File: src/rtl/muldiv_unit.sv
// muldiv_unit: iterative multiply/divide unit writing a 2*WIDTH result into HI/LO.
//   MULT  : radix-2 Booth, signed product
//   MULTU : shift-add, unsigned product
//   DIV   : restoring division on magnitudes, signed fix-up at the end
//   DIVU  : restoring division, unsigned
// Optional feature macro: MULDIV_DIV_EN (divider datapath). When undefined, every
// op with op[1]=1 completes after one cycle with div_zero set and HI/LO untouched.
// Ports:
//   clk, reset      clock, synchronous active-high reset
//   start, op, a, b request and operands, latched when not busy
//   busy            high while iterating
//   done            one-cycle pulse when hi/lo (or div_zero) valid
//   hi, lo          product upper/lower half, or remainder/quotient
//   div_zero        last accepted divide had b==0
module muldiv_unit #(
  parameter int unsigned WIDTH = 32
) (
  input  logic             clk,
  input  logic             reset,
  input  logic             start,
  input  logic [1:0]       op,
  input  logic [WIDTH-1:0] a,
  input  logic [WIDTH-1:0] b,
  output logic             busy,
  output logic             done,
  output logic [WIDTH-1:0] hi,
  output logic [WIDTH-1:0] lo,
  output logic             div_zero
);

  // Accumulator: {upper (WIDTH+1), lower (WIDTH), booth bit}. The extra upper bit
  // keeps Booth exact for the most-negative multiplicand and holds the carry of MULTU.
  localparam int unsigned AW = 2*WIDTH + 2;
  localparam int unsigned CW = $clog2(WIDTH + 1);

  typedef enum logic [1:0] {IDLE, RUN, DONE} state_t;

  state_t           state_q;
  logic [CW-1:0]    cnt_q;
  logic [AW-1:0]    acc_q, acc_d;
  logic [WIDTH-1:0] m_q;
  logic [1:0]       op_q;
  logic             zero_q, busy_q, done_q, dz_q;
  logic [WIDTH-1:0] hi_q, lo_q;
  logic [WIDTH-1:0] res_hi, res_lo;
  logic [WIDTH:0]   up;
  logic [WIDTH-1:0] low;
  logic             accept, zero_path;

  assign up     = acc_q[AW-1:WIDTH+1];
  assign low    = acc_q[WIDTH:1];
  assign accept = start && (state_q != RUN);

`ifdef MULDIV_DIV_EN
  logic             negq_q, negr_q;
  logic             a_neg, b_neg;
  logic [WIDTH-1:0] a_mag, b_mag;

  assign zero_path = op[1] && (b == '0);

  always_comb begin
    a_neg = (op == 2'b10) && a[WIDTH-1];
    b_neg = (op == 2'b10) && b[WIDTH-1];
    a_mag = a_neg ? -a : a;
    b_mag = b_neg ? -b : b;
  end
`else
  assign zero_path = op[1];
`endif

  // One iteration of the selected algorithm.
  always_comb begin
    logic [WIDTH:0] sum;
`ifdef MULDIV_DIV_EN
    logic [WIDTH:0]   shl;
    logic [WIDTH+1:0] trial;
    shl   = '0;
    trial = '0;
`endif
    sum   = up;
    acc_d = acc_q;
    case (op_q)
      2'b00: begin
        case (acc_q[1:0])
          2'b01:   sum = up + {m_q[WIDTH-1], m_q};
          2'b10:   sum = up - {m_q[WIDTH-1], m_q};
          default: sum = up;
        endcase
        acc_d = {sum[WIDTH], sum, low};
      end
      2'b01: begin
        if (acc_q[1]) sum = up + {1'b0, m_q};
        acc_d = {1'b0, sum, low};
      end
`ifdef MULDIV_DIV_EN
      default: begin
        // Trial subtraction needs one bit beyond the shifted remainder to see the sign.
        shl   = {up[WIDTH-1:0], low[WIDTH-1]};
        trial = {1'b0, shl} - {2'b00, m_q};
        if (!trial[WIDTH+1]) acc_d = {trial[WIDTH:0], low[WIDTH-2:0], 1'b1, 1'b0};
        else                 acc_d = {shl, low[WIDTH-2:0], 1'b0, 1'b0};
      end
`else
      default: acc_d = acc_q;
`endif
    endcase
  end

  always_comb begin
    res_hi = acc_q[2*WIDTH:WIDTH+1];
    res_lo = acc_q[WIDTH:1];
`ifdef MULDIV_DIV_EN
    if (op_q[1]) begin
      res_lo = negq_q ? -low : low;
      res_hi = negr_q ? -up[WIDTH-1:0] : up[WIDTH-1:0];
    end
`endif
  end

  always_ff @(posedge clk) begin
    if (reset) begin
      state_q <= IDLE;
      cnt_q   <= '0;
      acc_q   <= '0;
      m_q     <= '0;
      op_q    <= '0;
      zero_q  <= 1'b0;
      busy_q  <= 1'b0;
      done_q  <= 1'b0;
      dz_q    <= 1'b0;
      hi_q    <= '0;
      lo_q    <= '0;
`ifdef MULDIV_DIV_EN
      negq_q  <= 1'b0;
      negr_q  <= 1'b0;
`endif
    end else begin
      done_q <= 1'b0;
      case (state_q)
        RUN: begin
          acc_q <= acc_d;
          cnt_q <= cnt_q - 1'b1;
          if (cnt_q == CW'(1)) begin
            state_q <= DONE;
            busy_q  <= 1'b0;
          end
        end
        DONE: begin
          done_q <= 1'b1;
          if (zero_q) dz_q <= 1'b1;
          else        {hi_q, lo_q} <= {res_hi, res_lo};
        end
        default: ;
      endcase

      if (accept) begin
        op_q   <= op;
        cnt_q  <= CW'(WIDTH);
        zero_q <= zero_path;
        // A divide-by-zero finishing this edge keeps its flag alongside its done pulse.
        if (!(state_q == DONE && zero_q)) dz_q <= 1'b0;
        state_q <= zero_path ? DONE : RUN;
        busy_q  <= !zero_path;
`ifdef MULDIV_DIV_EN
        if (op[1]) begin
          acc_q  <= {{(WIDTH+1){1'b0}}, a_mag, 1'b0};
          m_q    <= b_mag;
          negq_q <= a_neg ^ b_neg;
          negr_q <= a_neg;
        end else begin
          acc_q <= {{(WIDTH+1){1'b0}}, b, 1'b0};
          m_q   <= a;
        end
`else
        acc_q <= {{(WIDTH+1){1'b0}}, b, 1'b0};
        m_q   <= a;
`endif
      end else if (state_q == DONE) begin
        state_q <= IDLE;
      end
    end
  end

  assign busy     = busy_q;
  assign done     = done_q;
  assign hi       = hi_q;
  assign lo       = lo_q;
  assign div_zero = dz_q;

endmodule

File: config.mk
export PLATFORM = sky130hd
export DESIGN_NAME = muldiv_unit
export DESIGN_NICKNAME = d
export VERILOG_FILES = /design/src/rtl/muldiv_unit.sv
export SDC_FILE = /design/constraint.sdc
export NUM_CORES = 1
export LEC_CHECK = 0
export BUFFER_PORTS_ARGS = -buffer_cell sky130_fd_sc_hd__buf_2
export CORE_MARGIN = 5
export CORE_UTILIZATION = 53
export DETAILED_ROUTE_END_ITERATION = 7
export PLACE_DENSITY_LB_ADDON = 0.08
export SLEW_MARGIN = 10
export SYNTH_ARGS = -nofsm -noshare
export SYNTH_HDL_FRONTEND = slang
export SYNTH_SLANG_ARGS = --single-unit
File: constraint.sdc
create_clock -name clk -period 4.35 [get_ports clk]
set_clock_uncertainty 0.15 [all_clocks]
set_input_delay 0.435 -clock clk [delete_from_list [all_inputs] [get_ports clk]]
set_output_delay 0.435 -clock clk [all_outputs]
set_load 0.01 [all_outputs]
# Word level (Yosys, flattened, before mapping)

Cells that the tools add are included.

Register bits: 176

$add $sub $neg: 4
Eq/ne operators: 7
Mux-type cells: 20
Bitwise gates (word level): 1
Reduce and logical (&&, ||, !) cells: 16

Operators by type and width:

| cell                  | count |
|---|---|
| $pmux W66 S2          | 1 |
| $mux W33              | 3 |
| $pmux W33 S2          | 1 |
| $add A33 B32 Y33      | 1 |
| $add A33 B33 Y33      | 1 |
| $sub A33 B33 Y33      | 1 |
| $mux W6               | 2 |
| $mux W2               | 5 |
| $reduce_and A2 Y1     | 5 |
| $reduce_bool A3 Y1    | 3 |
| $mux W1               | 8 |
| $eq A2 B1 Y1 const B  | 3 |
| $eq A6 B1 Y1 const B  | 1 |
| $reduce_bool A2 Y1    | 3 |
| $sub A6 B1 Y6 const B | 1 |
| $eq A2 B2 Y1 const B  | 2 |
| $logic_and A1 B1 Y1   | 2 |
| $logic_not A2 Y1      | 1 |
| $ne A2 B1 Y1 const B  | 1 |
| $reduce_or A2 Y1      | 1 |
| $logic_not A1 Y1      | 1 |
| $not A1 Y1            | 1 |

# Depth between registers and ports, before layout

Word-level depth: 5
Gate-level depth with buffers: 19
Mapped depth without buffers: 18

# Worst setup path after synthesis

No wires, ideal clock.

Path kind: register -> register
Start point: register m_q[2]
End point: register acc_q[64]
Library setup time: 0.133 ns
Data arrival time: 3.947 ns
Required time: 4.067 ns
Path slack: 0.121 ns
Stages on the path, launching flop included: 16
Cell sequence: dfxtp_1 -> or4_4 -> nor4_1 -> a21oi_1 -> xnor2_1 -> ha_1 -> a21o_1 -> and3_1 -> a211o_1 -> a211o_1 -> a31oi_4 -> o31ai_2 -> a221oi_2 -> mux2i_1 -> mux2i_1 -> a31oi_1

Longest elaborated chain between the ends: 3

Ends and longest elaborated chain:

| what                                     | line   | source |
|---|---|---|
| from (decl)                              | 41     | `logic [WIDTH-1:0] m_q;` |
| from (signal assigned)                   | 125    | `m_q <= '0;` |
| from (signal assigned)                   | 176    | `m_q <= a;` |
| $sub A33 B33 Y33 (tied with other cells) | 86     | `2'b10: sum = up - {m_q[WIDTH-1], m_q};` |
| $pmux W33 S2 or $mux W33 (tied branches) | 84, 92 |  |
| $pmux W66 S2 (*)                         | 82     | `case (op_q)` |
| to (signal assigned)                     | 175    | `acc_q <= {{(WIDTH+1){1'b0}}, b, 1'b0};` |
| to (decl)                                | 40     | `logic [AW-1:0] acc_q, acc_d;` |

Every way passes the cells marked *; elsewhere a longest branch is shown, timed or not. The select of a mux whose other input is x is not followed.
A chain may end at the register's enable or synchronous reset.

# Worst setup path in the final report

Start point: register m_q[3]
End point: register acc_q[64]

Same word-level chain as after synthesis.

==> Flow_metrics.wiki <==
{| class="wikitable"
! Metric !! Value
|-
| Count of nets after finishing || 1677
|-
| Min Tclk post-route || 4.21 ns
|-
| Type of the worst setup path || reg -> reg
|-
| Number of instances in the synthesized netlist || 1409
|-
| Root cell of the clock tree || sky130_fd_sc_hd__clkbuf_16
|-
| Worst-skew pair later-pin latency || 0.44 ns
|-
| Data arrival time of the worst path || 4.35 ns
|-
| Asr flop ratio synth || 0%
|-
| Achievable Freq || 0.237 GHz
|-
| Wire length of the first global-routing pass || 51900 µm
|-
| Overflow left after global routing || 0
|-
| Mean instance size in the synthesized netlist || 7.59 µm²
|-
| Starting utilization of the core area || 53.4%
|-
| Finished Layout Cells || 1821
|-
| Total instance count after detailed placement || 1783
|-
| Routed length per instance || 17.9 µm
|-
| Share of the yosys chip area belonging to registers || 32.8%
|-
| Clock-pin slew on the worst setup and hold paths || 0.09 ns
|-
| TritonCTS Buffers || 17
|-
| Net count after synthesis || 1548
|-
| WP data required || 4.49 ns
|-
| Category of the worst setup path launch point || flip-flop
|-
| Maximum fanout count along the critical path || 4
|-
| Area taken by flip-flops and latches || 0.00350 mm²
|-
| Slew headroom || 23.6%
|-
| Die boundary height || 152 µm
|-
| Area occupied by multi-input gates || 0.00692 mm²
|-
| Largest buffer count on any clock path || 2
|-
| Final routed DRC violation total || 0
|-
| DR iter-0 viols || 729
|-
| Static Leakage || 5.22 nW
|-
| Routability-driven placement congestion ratio || 0.923
|-
| Synth Cell Area || 0.0107 mm²
|-
| Area Overhead vs Synth || 17.2%
|-
| Count of antenna-violating nets left after detailed routing || 0
|-
| Number of setup violations in the final report || 0
|-
| Status || completed
|-
| Initial antenna violation count || 1
|-
| Power per unit of standard cell area || 349 mW/mm²
|-
| TritonCTS clock tree || done
|-
| Total vias in the final route || 10.7k
|-
| Path category of the worst min-delay check || in -> reg
|-
| Via count of the first global-routing pass || 9989
|-
| Top cell type's share of synthesized area || 32.8%
|-
| Yosys warns || 0
|-
| Number of port buffers || 135
|-
| # H-tree levels || 4
|-
| Final antenna diode count || 0
|-
| Total routing resource utilization after global routing || 26.9%
|-
| Row cnt || 52
|-
| Clock sink count || 175
|-
| Die Area || 0.0231 mm²
|-
| Kind of end point of the critical path || flip-flop
|-
| Final Max Slew Viols || 0
|-
| Count of max-cap constraint violations || 0
|-
| DP HPWL || 23300 µm
|-
| Leading cell type by number of instances after synthesis || sky130_fd_sc_hd__nand2_1
|-
| Register bit total from synthesis || 175
|-
| Worst Max-Slew Pin Slew || 1.14 ns
|-
| Final hold violation count || 0
|-
| Worst supply voltage drop on vdd || 0.231 mV
|-
| Core Area || 0.0200 mm²
|-
| Vias per inst || 5.88
|-
| CTS hold repair buffers || 0
|-
| Most frequently used flop master after synthesis || sky130_fd_sc_hd__dfxtp_1
|-
| Post-synth top area cell || sky130_fd_sc_hd__dfxtp_1
|-
| Largest net degree at the start of global routing || 94
|-
| Tightest hold margin || 0.0664 ns
|-
| Power after layout || 0.00438 W
|-
| Synth cell count leaders || sky130_fd_sc_hd__nand2_1 (305), sky130_fd_sc_hd__a21oi_1 (208), sky130_fd_sc_hd__dfxtp_1 (175)
|-
| Final period util || 96.8%
|-
| Top Ports || 136
|-
| Horiz. Die Dim || 152 µm
|-
| Share of post-route cells with drive strength above 1 || 16.2%
|-
| Share of the core filled with cells || 62.5%
|-
| Fillers || 1902
|-
| Length of the first detailed-routing pass in iterations || 5
|-
| Post-Route WL || 32600 µm
|-
| Biggest area contributors in the synthesized netlist || sky130_fd_sc_hd__dfxtp_1 (33%), sky130_fd_sc_hd__nand2_1 (11%), sky130_fd_sc_hd__a21oi_1 (9.7%), sky130_fd_sc_hd__ha_1 (8.0%), sky130_fd_sc_hd__xnor2_1 (4.9%)
|-
| Setup repair after global routing missed its margin || yes
|-
| Distinct cells, synth || 68
|-
| Post-synth EDFFs || 0
|}
==> stage by stage <==
stage | TNS [ns] | setup slack, ns | area [µm²]
3_5_place_dp | 0 | 0.0453 | 11800
5_1_grt | -0.0819 | -0.0473 | 12500
4_1_cts | 0 | 0.0179 | 12400
6_report | 0 | 0.139 | 12500
2_1_floorplan | 0 | 0.121 | 10700
3_3_place_gp | 0 | 0.0949 | 11800
==> layout make-up <==
type,count,share of cell area (%)
inverters,21,0.629
flip-flops and latches,175,28.0
repair buffers,184,8.35
clock buffers,17,3.40
clock inverters,15,1.73
well taps,270,2.70
multi-input cells,1139,55.2
==> logic make-up after synthesis <==
logic type	synth area share [%]
compound gates	27.0
xor+xnor	7.04
fa+ha+maj	8.33
buf+inv	3.35
flops	32.8
mux	0.854
simple gates	20.7
==> registers in the layout, indices dropped and copies added (netlist names) <==
register	count
busy	1
done	1
m_q	32
hi	32
acc_q	66
div_zero	1
op_q	2
lo	32
state_q	2
cnt_q	6
==> placed cells by master, fill, tap and decap left out, types with 9 or more instances in the layout <==
master	n
sky130_fd_sc_hd__a211oi_1	15
sky130_fd_sc_hd__a21o_1	31
sky130_fd_sc_hd__a21oi_1	206
sky130_fd_sc_hd__a221oi_1	12
sky130_fd_sc_hd__a22oi_1	36
sky130_fd_sc_hd__a31oi_1	14
sky130_fd_sc_hd__and3_1	9
sky130_fd_sc_hd__buf_2	134
sky130_fd_sc_hd__buf_4	50
sky130_fd_sc_hd__clkbuf_16	17
sky130_fd_sc_hd__dfxtp_1	174
sky130_fd_sc_hd__ha_1	67
sky130_fd_sc_hd__inv_1	21
sky130_fd_sc_hd__nand2_1	305
sky130_fd_sc_hd__nand2b_1	12
sky130_fd_sc_hd__nand3_1	12
sky130_fd_sc_hd__nor2_1	84
sky130_fd_sc_hd__nor2b_1	16
sky130_fd_sc_hd__nor3_1	22
sky130_fd_sc_hd__o211ai_1	12
sky130_fd_sc_hd__o21a_1	14
sky130_fd_sc_hd__o21ai_0	59
sky130_fd_sc_hd__o21ai_1	15
sky130_fd_sc_hd__xnor2_1	60
sky130_fd_sc_hd__xor2_1	26
==> worst max-delay path: stages (launching register included) <==
cell,delay [ns]
sky130_fd_sc_hd__dfxtp_2,0.32
sky130_fd_sc_hd__or4_4,0.57
sky130_fd_sc_hd__nor4_4,0.14
sky130_fd_sc_hd__buf_4,0.17
sky130_fd_sc_hd__a21oi_1,0.07
sky130_fd_sc_hd__xnor2_1,0.16
sky130_fd_sc_hd__ha_1,0.29
sky130_fd_sc_hd__a21o_1,0.18
sky130_fd_sc_hd__and3_1,0.18
sky130_fd_sc_hd__a211o_1,0.23
sky130_fd_sc_hd__a211o_1,0.28
sky130_fd_sc_hd__a31oi_4,0.24
sky130_fd_sc_hd__o31ai_4,0.11
sky130_fd_sc_hd__a221oi_2,0.33
sky130_fd_sc_hd__mux2i_2,0.31
sky130_fd_sc_hd__mux2i_1,0.22
sky130_fd_sc_hd__a31oi_1,0.09
==> metal layers <==
layer	global-route usage, %	vias to the layer above	part of all wire, %
met5	0	-	0.021
met4	8.26	2	2.2
met3	5.43	57	6.6
met2	43.7	367	46
met1	36.3	5015	45
li1	-	5263	-
==> power breakdown <==
part | internal, W | switching, W
clock | 0.000808 | 0.000838
combinational | 0.000401 | 0.000594
sequential | 0.00166 | 0.0000746
total | 0.00287 | 0.00151
==> what timing repair did <==
action / 4_1_cts / 5_1_grt
buffers inserted: 0 / 6
setup endpoints to repair: 0 / 9
gates resized for setup: 0 / 14
==> final timing paths <==
kind	from	endpoint	slack, ns	cells past startpoint
worst max-delay path	m_q[3]	acc_q[64]	0.14	16
worst min-delay path	a[31]	m_q[31]	0.07	3
worst max register to register	m_q[3]	acc_q[64]	0.14	16
worst min register to register	hi[10]	hi[10]	0.30	2
Note: power is estimated with default switching activity, not from simulation.
